--- src/rtl/sobel_pixel_unpacker.sv ---
// Sobel ISE pixel unpacker: 16-byte circular FIFO that unpacks pushed words into window-register layouts.
// Optional build macro UNPACKER_STATS_EN adds a saturating rejected-command counter reported by STATUS.
`timescale 1ns/1ps
module sobel_pixel_unpacker #(
   parameter logic [7:0] customInstructionId = 8'd24
) (
   input  logic        clock,
   input  logic        reset_n,
   input  logic        start,
   input  logic [7:0]  iseId,
   input  logic [31:0] valueA,
   input  logic [31:0] valueB,
   output logic        done,
   output logic [31:0] result
);

   typedef enum logic [1:0] {IDLE, XFER, DONE} state_t;
   typedef enum logic [1:0] {OP_PUSH = 2'd0, OP_POP_B = 2'd1, OP_POP_C = 2'd2, OP_STATUS = 2'd3} op_t;

   state_t      state;
   op_t         op;
   op_t         cmd;
   logic [7:0]  mem [0:15];
   logic [3:0]  wr_ptr;
   logic [3:0]  rd_ptr;
   logic [4:0]  count;
   logic [2:0]  left;
   logic [31:0] push_data;
   logic [15:0] pop_data;
   logic [7:0]  stats;
   logic [7:0]  rd_byte;
   logic [7:0]  wr_byte;
   logic [1:0]  idx;
   logic [2:0]  cmd_len;
   logic [2:0]  op_len;
   logic        hit;
   logic        reject;
   logic        unused_bits;

   function automatic logic [2:0] len_of(input op_t o);
      case (o)
         OP_PUSH:  len_of = 3'd4;
         OP_POP_B: len_of = 3'd2;
         OP_POP_C: len_of = 3'd3;
         default:  len_of = 3'd0;
      endcase
   endfunction

   assign unused_bits = ^valueA[31:2];

   always_comb begin
      cmd     = op_t'(valueA[1:0]);
      cmd_len = len_of(cmd);
      op_len  = len_of(op);
      hit     = start && (iseId == customInstructionId) && (state == IDLE);
      reject  = ((cmd == OP_PUSH)  && (count > 5'd12)) ||
                ((cmd == OP_POP_B) && (count < 5'd2))  ||
                ((cmd == OP_POP_C) && (count < 5'd3));
      // byte position within the current command, counting up as left counts down
      idx     = 2'(op_len - left);
      rd_byte = mem[rd_ptr];
      wr_byte = push_data[8*idx +: 8];
   end

   always_ff @(posedge clock) begin
      if (state == XFER && op == OP_PUSH)
         mem[wr_ptr] <= wr_byte;
   end

`ifdef UNPACKER_STATS_EN
   always_ff @(posedge clock or negedge reset_n) begin
      if (!reset_n)
         stats <= '0;
      else if (hit && reject && stats != '1)
         stats <= stats + 8'd1;
      else if (hit && cmd == OP_STATUS && valueB[0])
         stats <= '0;
   end
`else
   assign stats = '0;
`endif

   always_ff @(posedge clock or negedge reset_n) begin
      if (!reset_n) begin
         state     <= IDLE;
         op        <= OP_PUSH;
         wr_ptr    <= '0;
         rd_ptr    <= '0;
         count     <= '0;
         left      <= '0;
         push_data <= '0;
         pop_data  <= '0;
         done      <= 1'b0;
         result    <= '0;
      end else begin
         case (state)
            IDLE: begin
               if (hit) begin
                  op        <= cmd;
                  push_data <= valueB;
                  if (reject) begin
                     result <= '1;
                     done   <= 1'b1;
                     state  <= DONE;
                  end else if (cmd == OP_STATUS) begin
                     result <= {stats, 19'd0, count};
                     done   <= 1'b1;
                     state  <= DONE;
                     if (valueB[0]) begin
                        wr_ptr <= '0;
                        rd_ptr <= '0;
                        count  <= '0;
                     end
                  end else begin
                     left  <= cmd_len;
                     state <= XFER;
                  end
               end
            end
            XFER: begin
               left <= left - 3'd1;
               if (op == OP_PUSH) begin
                  wr_ptr <= wr_ptr + 4'd1;
                  count  <= count + 5'd1;
               end else begin
                  rd_ptr <= rd_ptr + 4'd1;
                  count  <= count - 5'd1;
                  if (idx == 2'd0) pop_data[7:0]  <= rd_byte;
                  if (idx == 2'd1) pop_data[15:8] <= rd_byte;
               end
               // last byte is folded into the result directly from the FIFO read port
               if (left == 3'd1) begin
                  state <= DONE;
                  done  <= 1'b1;
                  case (op)
                     OP_PUSH:  result <= {27'd0, count + 5'd1};
                     OP_POP_B: result <= {8'h00, rd_byte, 8'h00, pop_data[7:0]};
                     default:  result <= {8'h00, rd_byte, pop_data[15:8], pop_data[7:0]};
                  endcase
               end
            end
            default: begin
               done   <= 1'b0;
               result <= '0;
               state  <= IDLE;
            end
         endcase
      end
   end

endmodule

--- config.mk ---
export PLATFORM = sky130hd
export DESIGN_NAME = sobel_pixel_unpacker
export DESIGN_NICKNAME = d
export VERILOG_FILES = /design/src/rtl/sobel_pixel_unpacker.sv
export SDC_FILE = /design/constraint.sdc
export NUM_CORES = 1
export LEC_CHECK = 0
export CAP_MARGIN = 20
export CORE_AREA = 2 2 172 132
export CTS_CLUSTER_DIAMETER = 80
export DETAILED_ROUTE_END_ITERATION = 8
export DIE_AREA = 0 0 174 134
export GPL_ROUTABILITY_DRIVEN = 0
export PLACE_DENSITY = 0.63
export SYNTH_ARGS = -nofsm -noshare
export SYNTH_HDL_FRONTEND = slang
export SYNTH_SLANG_ARGS = --single-unit
--- constraint.sdc ---
create_clock -name clock -period 6.5 [get_ports clock]
set_clock_uncertainty 0.15 [all_clocks]
set_input_delay 1.625 -clock clock [delete_from_list [all_inputs] [get_ports clock]]
set_output_delay 1.625 -clock clock [all_outputs]
set_load 0.02 [all_outputs]
==> results.cfg, run 1 <==
[floorplan]
placementRows = 47
initial_core_util = 0.444
core_um2 = 21600
io_pins = 108
die_w_um = 174
die_area_um2 = 23300
die_h_um = 134

[cells_and_area]
area_growth_pct = 17.6
final_core_util = 0.523
final_cell_mix = edfxtp_1 (128), dfrtp_1 (92), clkdlybuf4s50_1 (76), mux2_2 (55), mux4_2 (40)
diodes = 0
final_cells = 987
drive_gt1_frac = 0.215
layout_commonest_cell = edfxtp_1
final_nets = 768

[grt]
track_usage = 0.173
antenna_found_initial = 0
grt_max_degree = 49
overflow = 0
grt_pass1_wl_mm = 31.5
first_global_vias = 5639

[critical_path]
cpPeakStageDelay_ps = 720
reg2reg_depth = 5
crit_path_end_kind = flip-flop
path_cells = clkdlybuf4s50_1 -> inv_1 -> ha_1 -> nor2b_1 -> o221a_2 -> o21a_1 -> nor3_2 -> o21ai_0
r2r_slack_ps = 3600
cp_slowest_cell = nor3_2
cp-start-kind = input pin
rr_startpoint = rd_ptr[0]
path_max_fanout = 18
cp.required_ps = 6710
reg2reg_to = pop_data[13]
path_class = in2reg
worstPathArrival_ps = 4290

[detailed_routing]
num_vias = 5322
drtIter0Drc = 427
via_per_inst = 5.39
ant_nets = 0
drc = 0
routedWlPerCell_um = 19.6
dr.pass1.iters = 5
drt_wl_total_mm = 19.4

[yosys]
synth_nets = 700
postSynthAreaPerCell_um2 = 15.8
synth-warning-count = 0
ys_async_sr_fraction = 0.423
synth_top_area_share = 0.400
synth_area_leaders = edfxtp_1 (40%), dfrtp_1 (24%), mux4_2 (9.4%)
synth_top_cell_by_area = edfxtp_1
synth-edff-count = 128
ys_seq_area_frac = 0.644
ys_ff_latch = 222
synth_cell_type_count = 54
synth_cells = 608
synth_area_um2 = 9620
synth_flop_cell = edfxtp_1

[power_and_ir_drop]
seqPwrFrac = 0.413
p_sw_frac = 0.330
power.share.combinational = 0.310
vdd_ir_drop_max_v = 0.000162
power.net_switching_mw = 1.57
p_per_area_nw_per_um2 = 422
p_clk_frac = 0.277
p_int_mw = 3.20
p_leak_nw = 4.36
power.total_mw = 4.77

[place]
dp.cells = 945
dpl.hpwl_mm = 13.4
io_buffers = 77
dp_slack_ps = 1890

[sta]
slew_headroom = 0.413
finalCritPeriodShare = 0.629
fin_crit_ps = 4090
fmax_mhz = 245
rsz0062_at_grt = false
drv_slew = 0
worst_pin_slew_ps = 881
tns_ps = 0
timing.final.hold_violations = 0
setup_slack_ps = 2410
setup_viol = 0

[clocking]
cts_buffers = 23
cts_resized = 0
post-cts-setup-buffers = 0
clockBufferDepth = 3
htreeDepth = 1
cts_sinks = 222
cts_hold_buf = 0
cts_tree = done
insertion_delay_ps = 510
cts.clk_slew.worst_paths_ps = 60
cts-root-buf = clkbuf_16

[worst_hold_path]
hold_start = push_data[20]
whs_path_depth = 1
whs_endpoint = push_data[20]
hp-class = reg2reg

[flow_run]
cap_violations = 0

[outcome]
status = complete, no violations
[final cells by class]
type	count	area [µm²]
clock inverter	13	134
tap	294	368
timing repair buffer	79	783
multi-input combinational	321	3080
clock buffer	29	638
sequential	222	6200
fill	1796	10300
inverter	29	109
[power groups by stage]
| stage | Combinational (mW) | Sequential, mW | Clock [mW] |
|---|---|---|---|
| finish | 1.48 | 1.97 | 1.32 |
| CTS | 1.50 | 1.97 | 1.35 |
| global placement | 1.45 | 1.98 | 0 |
| detailed placement | 1.49 | 2.00 | 0 |
| floorplan | 1.02 | 1.97 | 0 |
| global route | 1.61 | 2.01 | 1.41 |
[flip-flops by register name, summed over array words and instances (netlist names), 3 cells and up]
register,count
mem,128
push_data,32
result,25
pop_data,16
count,5
rd_ptr,4
wr_ptr,4
left,3
[worst max path at each step]
stage,from,to
finish,valueA[0],wr_ptr[1]
global route,valueA[0],rd_ptr[2]
CTS,valueA[0],wr_ptr[1]
detailed placement,valueA[0],wr_ptr[1]
global placement,valueA[0],rd_ptr[0]
floorplan,valueA[0],count[4]
[cells in the mapped netlist (all sizes together) (2+ instances only)]
cell and count:
mux2i 14, o21ai 12, dfrtp 94, buf 26, nand2 33, o22ai 3
xor2 4, mux4 40, nand3 6, nor2b 4, o21a 2, a22oi 20
nand2b 5, nor3 10, a2bb2oi 9, and2 19, mux2 55, clkbuf 10
o41ai 2, nor2 18, a21oi 18, a31oi 8, nor4 2, edfxtp 128
o211ai 2, and3 2, nand4 2, ha 17, inv 29
[layer usage]
| metal | track usage | share of wire | vias up |
|---|---|---|---|
| met2 | 0.258 | 0.44 | 177 |
| met4 | 0.0401 | 0.019 | 0 |
| met3 | 0.0346 | 0.067 | 27 |
| met5 | 0 | 0 | - |
| met1 | 0.263 | 0.48 | 2678 |
| li1 | - | - | 2440 |
[worst max-delay path: cells and delay by family]
family	cells	cell delay, ps
compound gates	3	960
fa+ha+maj	1	250
buf+inv	2	600
simple gates	2	870
[through the flow]
step	area, µm²	hold slack (ps)
6_report	11300	351
2_1_floorplan	9620	323
3_3_place_gp	10500	333
5_1_grt	11300	366
4_1_cts	11300	357
3_5_place_dp	10500	343
[logic make-up after synthesis]
kind of cell / count (synthesis) / synth area share
compound gates: 83 / 0.0605
simple gates: 107 / 0.0596
mux: 109 / 0.173
fa+ha+maj: 17 / 0.0221
flops: 222 / 0.644
buf+inv: 65 / 0.0358
xor+xnor: 5 / 0.00533
Note: power is estimated with default switching activity, not from simulation.
==> inputs of run 2 (changes only) <==
--- a/config.mk
+++ b/config.mk
@@ -11,7 +11,7 @@
 export DETAILED_ROUTE_END_ITERATION = 8
 export DIE_AREA = 0 0 174 134
 export GPL_ROUTABILITY_DRIVEN = 0
-export PLACE_DENSITY = 0.63
+export PLACE_DENSITY = 0.65
 export SYNTH_ARGS = -nofsm -noshare
 export SYNTH_HDL_FRONTEND = slang
 export SYNTH_SLANG_ARGS = --single-unit
==> constraint.sdc (replaced) <==
create_clock -name clock -period 3.7 [get_ports clock]
set_clock_uncertainty 0.15 [all_clocks]
set_input_delay 0.925 -clock clock [delete_from_list [all_inputs] [get_ports clock]]
set_output_delay 0.925 -clock clock [all_outputs]
set_load 0.02 [all_outputs]
==> run 2 against run 1 <==
Against the previous run: non-clock buffer count grew 11; combinational power grew 82%; largest power group unchanged; critical path depth grew 1; highest routed layer unchanged; final area grew 0.20%; count of clock-buffer cells in the layout shrank 2; sequential share of layout area shrank 0.12 points; critical endpoint is now result[22]; die area is the same; cell count grew 0.91%; sequential power grew 74%; first-iteration DRC count shrank 22%; via count shrank 0.13%; clock power grew 66%.
==> results.cfg, run 2 (synthesis results as in run 1) <==
[critical_path]
path_max_fanout = 19
cp_slowest_cell = clkdlybuf4s50_1
worstPathArrival_ps = 3220
endpoint = result[22]
cp-start-kind = input pin
crit_path_end_kind = flip-flop
cp.required_ps = 3930
startpoint = valueA[0]
reg2reg_depth = 8
cpPeakStageDelay_ps = 510
reg2reg_to = pop_data[7]
path_cells = clkdlybuf4s50_1 -> inv_1 -> ha_1 -> nor2b_1 -> o221a_2 -> o311ai_4 -> nand2_4 -> buf_4 -> a2bb2oi_1
r2r_slack_ps = 810
rr_startpoint = op[0]
path_class = in2reg

[power_and_ir_drop]
vdd_ir_drop_max_v = 0.000281
p_sw_frac = 0.328
p_clk_frac = 0.264
p_per_area_nw_per_um2 = 734
power.net_switching_mw = 2.73
seqPwrFrac = 0.412
power.total_mw = 8.31
p_leak_nw = 4.40
p_int_mw = 5.59
power.share.combinational = 0.324

[floorplan]
initial_core_util = 0.444
placementRows = 47
die_area_um2 = 23300
die_w_um = 174
io_pins = 108
die_h_um = 134
core_um2 = 21600

[grt]
track_usage = 0.170
antenna_found_initial = 0
grt_pass1_wl_mm = 30.8
first_global_vias = 5477
overflow = 0
grt_max_degree = 68

[sta]
timing.final.hold_violations = 0
tns_ps = 0
finalCritPeriodShare = 0.809
slew_headroom = 0.418
setup_viol = 0
fin_crit_ps = 2990
rsz0062_at_grt = false
drv_slew = 0
fmax_mhz = 334
worst_pin_slew_ps = 873

[cells_and_area]
diodes = 0
final_nets = 778
drive_gt1_frac = 0.218
final_cells = 996
final_cell_mix = edfxtp_1 (128), dfrtp_1 (93), clkdlybuf4s50_1 (76), mux2_2 (55), mux4_2 (40)
final_cell_area_um2 = 11300
area_growth_pct = 17.8
top_register = mem
largest_register_ffs = 128
top_regs = mem: 128 flops, push_data: 32 flops, result: 25 flops
layout_commonest_cell = edfxtp_1

[clocking]
insertion_delay_ps = 500
post-cts-setup-buffers = 0
cts-root-buf = clkbuf_16
cts.clk_slew.worst_paths_ps = 60
cts_hold_buf = 0
cts_resized = 0
cts_tree = done
htreeDepth = 1
cts_buffers = 22
clockBufferDepth = 3
cts_sinks = 222

[detailed_routing]
dr.pass1.iters = 5
ant_nets = 0
routedWlPerCell_um = 19.4
drtIter0Drc = 332
num_vias = 5315
drt_wl_total_mm = 19.3
drc = 0
via_per_inst = 5.34

[place]
dp.cells = 956
io_buffers = 77
dpl.hpwl_mm = 13.5
postPlaceCellArea_um2 = 10600

[flow_run]
cap_violations = 0

[worst_hold_path]
whs_path_depth = 1
hp-class = reg2reg

[outcome]
status = complete, no violations
## run 2: cell types whose count changed in the layout (fill, tap and decap cells not counted), sizes merged
cell,change
clkbuf,-2
clkinvlp,-4
clkinv,+6
inv,-2
buf,+11
## run 2: how the worst min path moves through the flow
stage | start | to | slack (ps)
after floorplan | op[1] | op[1] | 320
after detailed placement | push_data[9] | push_data[9] | 340
after global placement | push_data[28] | push_data[28] | 330
after global routing | push_data[17] | push_data[17] | 370
final | push_data[14] | push_data[14] | 350
after CTS | push_data[9] | push_data[9] | 360
## run 2: power groups by stage
stage	Combinational [mW]	Sequential (mW)	Clock (mW)
floorplan	1.79	3.46	0
global placement	2.65	3.45	0
detailed placement	2.71	3.47	0
CTS	2.72	3.42	2.24
global route	2.92	3.48	2.34
finish	2.70	3.42	2.19
## run 2: final cells by class
type / instances / area, µm²
clock buffers: 27 / 601
clock inverters: 13 / 113
fillers: 1802 / 10300
inverters: 29 / 109
multi-input cells: 321 / 3080
flip-flops and latches: 222 / 6200
well taps: 294 / 368
repair buffers: 90 / 866
## run 2: routing by layer
metal | GRT usage | wire length (µm)
met4 | 0.0322 | 248
met2 | 0.259 | 8550
met5 | 0 | 0
met1 | 0.259 | 9420
met3 | 0.0295 | 1090
## run 2: worst max-delay path, delay by kind of cell
family                     cells  cell delay, ps
adders and majority gates      1             250
AOI/OAI and AO/OA              3             870
buffers and inverters          3             870
and+or+nand+nor                2             300
## run 2: stage by stage
step / hold WS, ps / utilization / setup slack (ps)
CTS: 355 / 0.524 / 721
floorplan: 323 / - / 1050
global route: 370 / 0.524 / 594
global placement: 333 / 0.491 / 267
detailed placement: 341 / 0.491 / 207
finish: 354 / 0.524 / 706
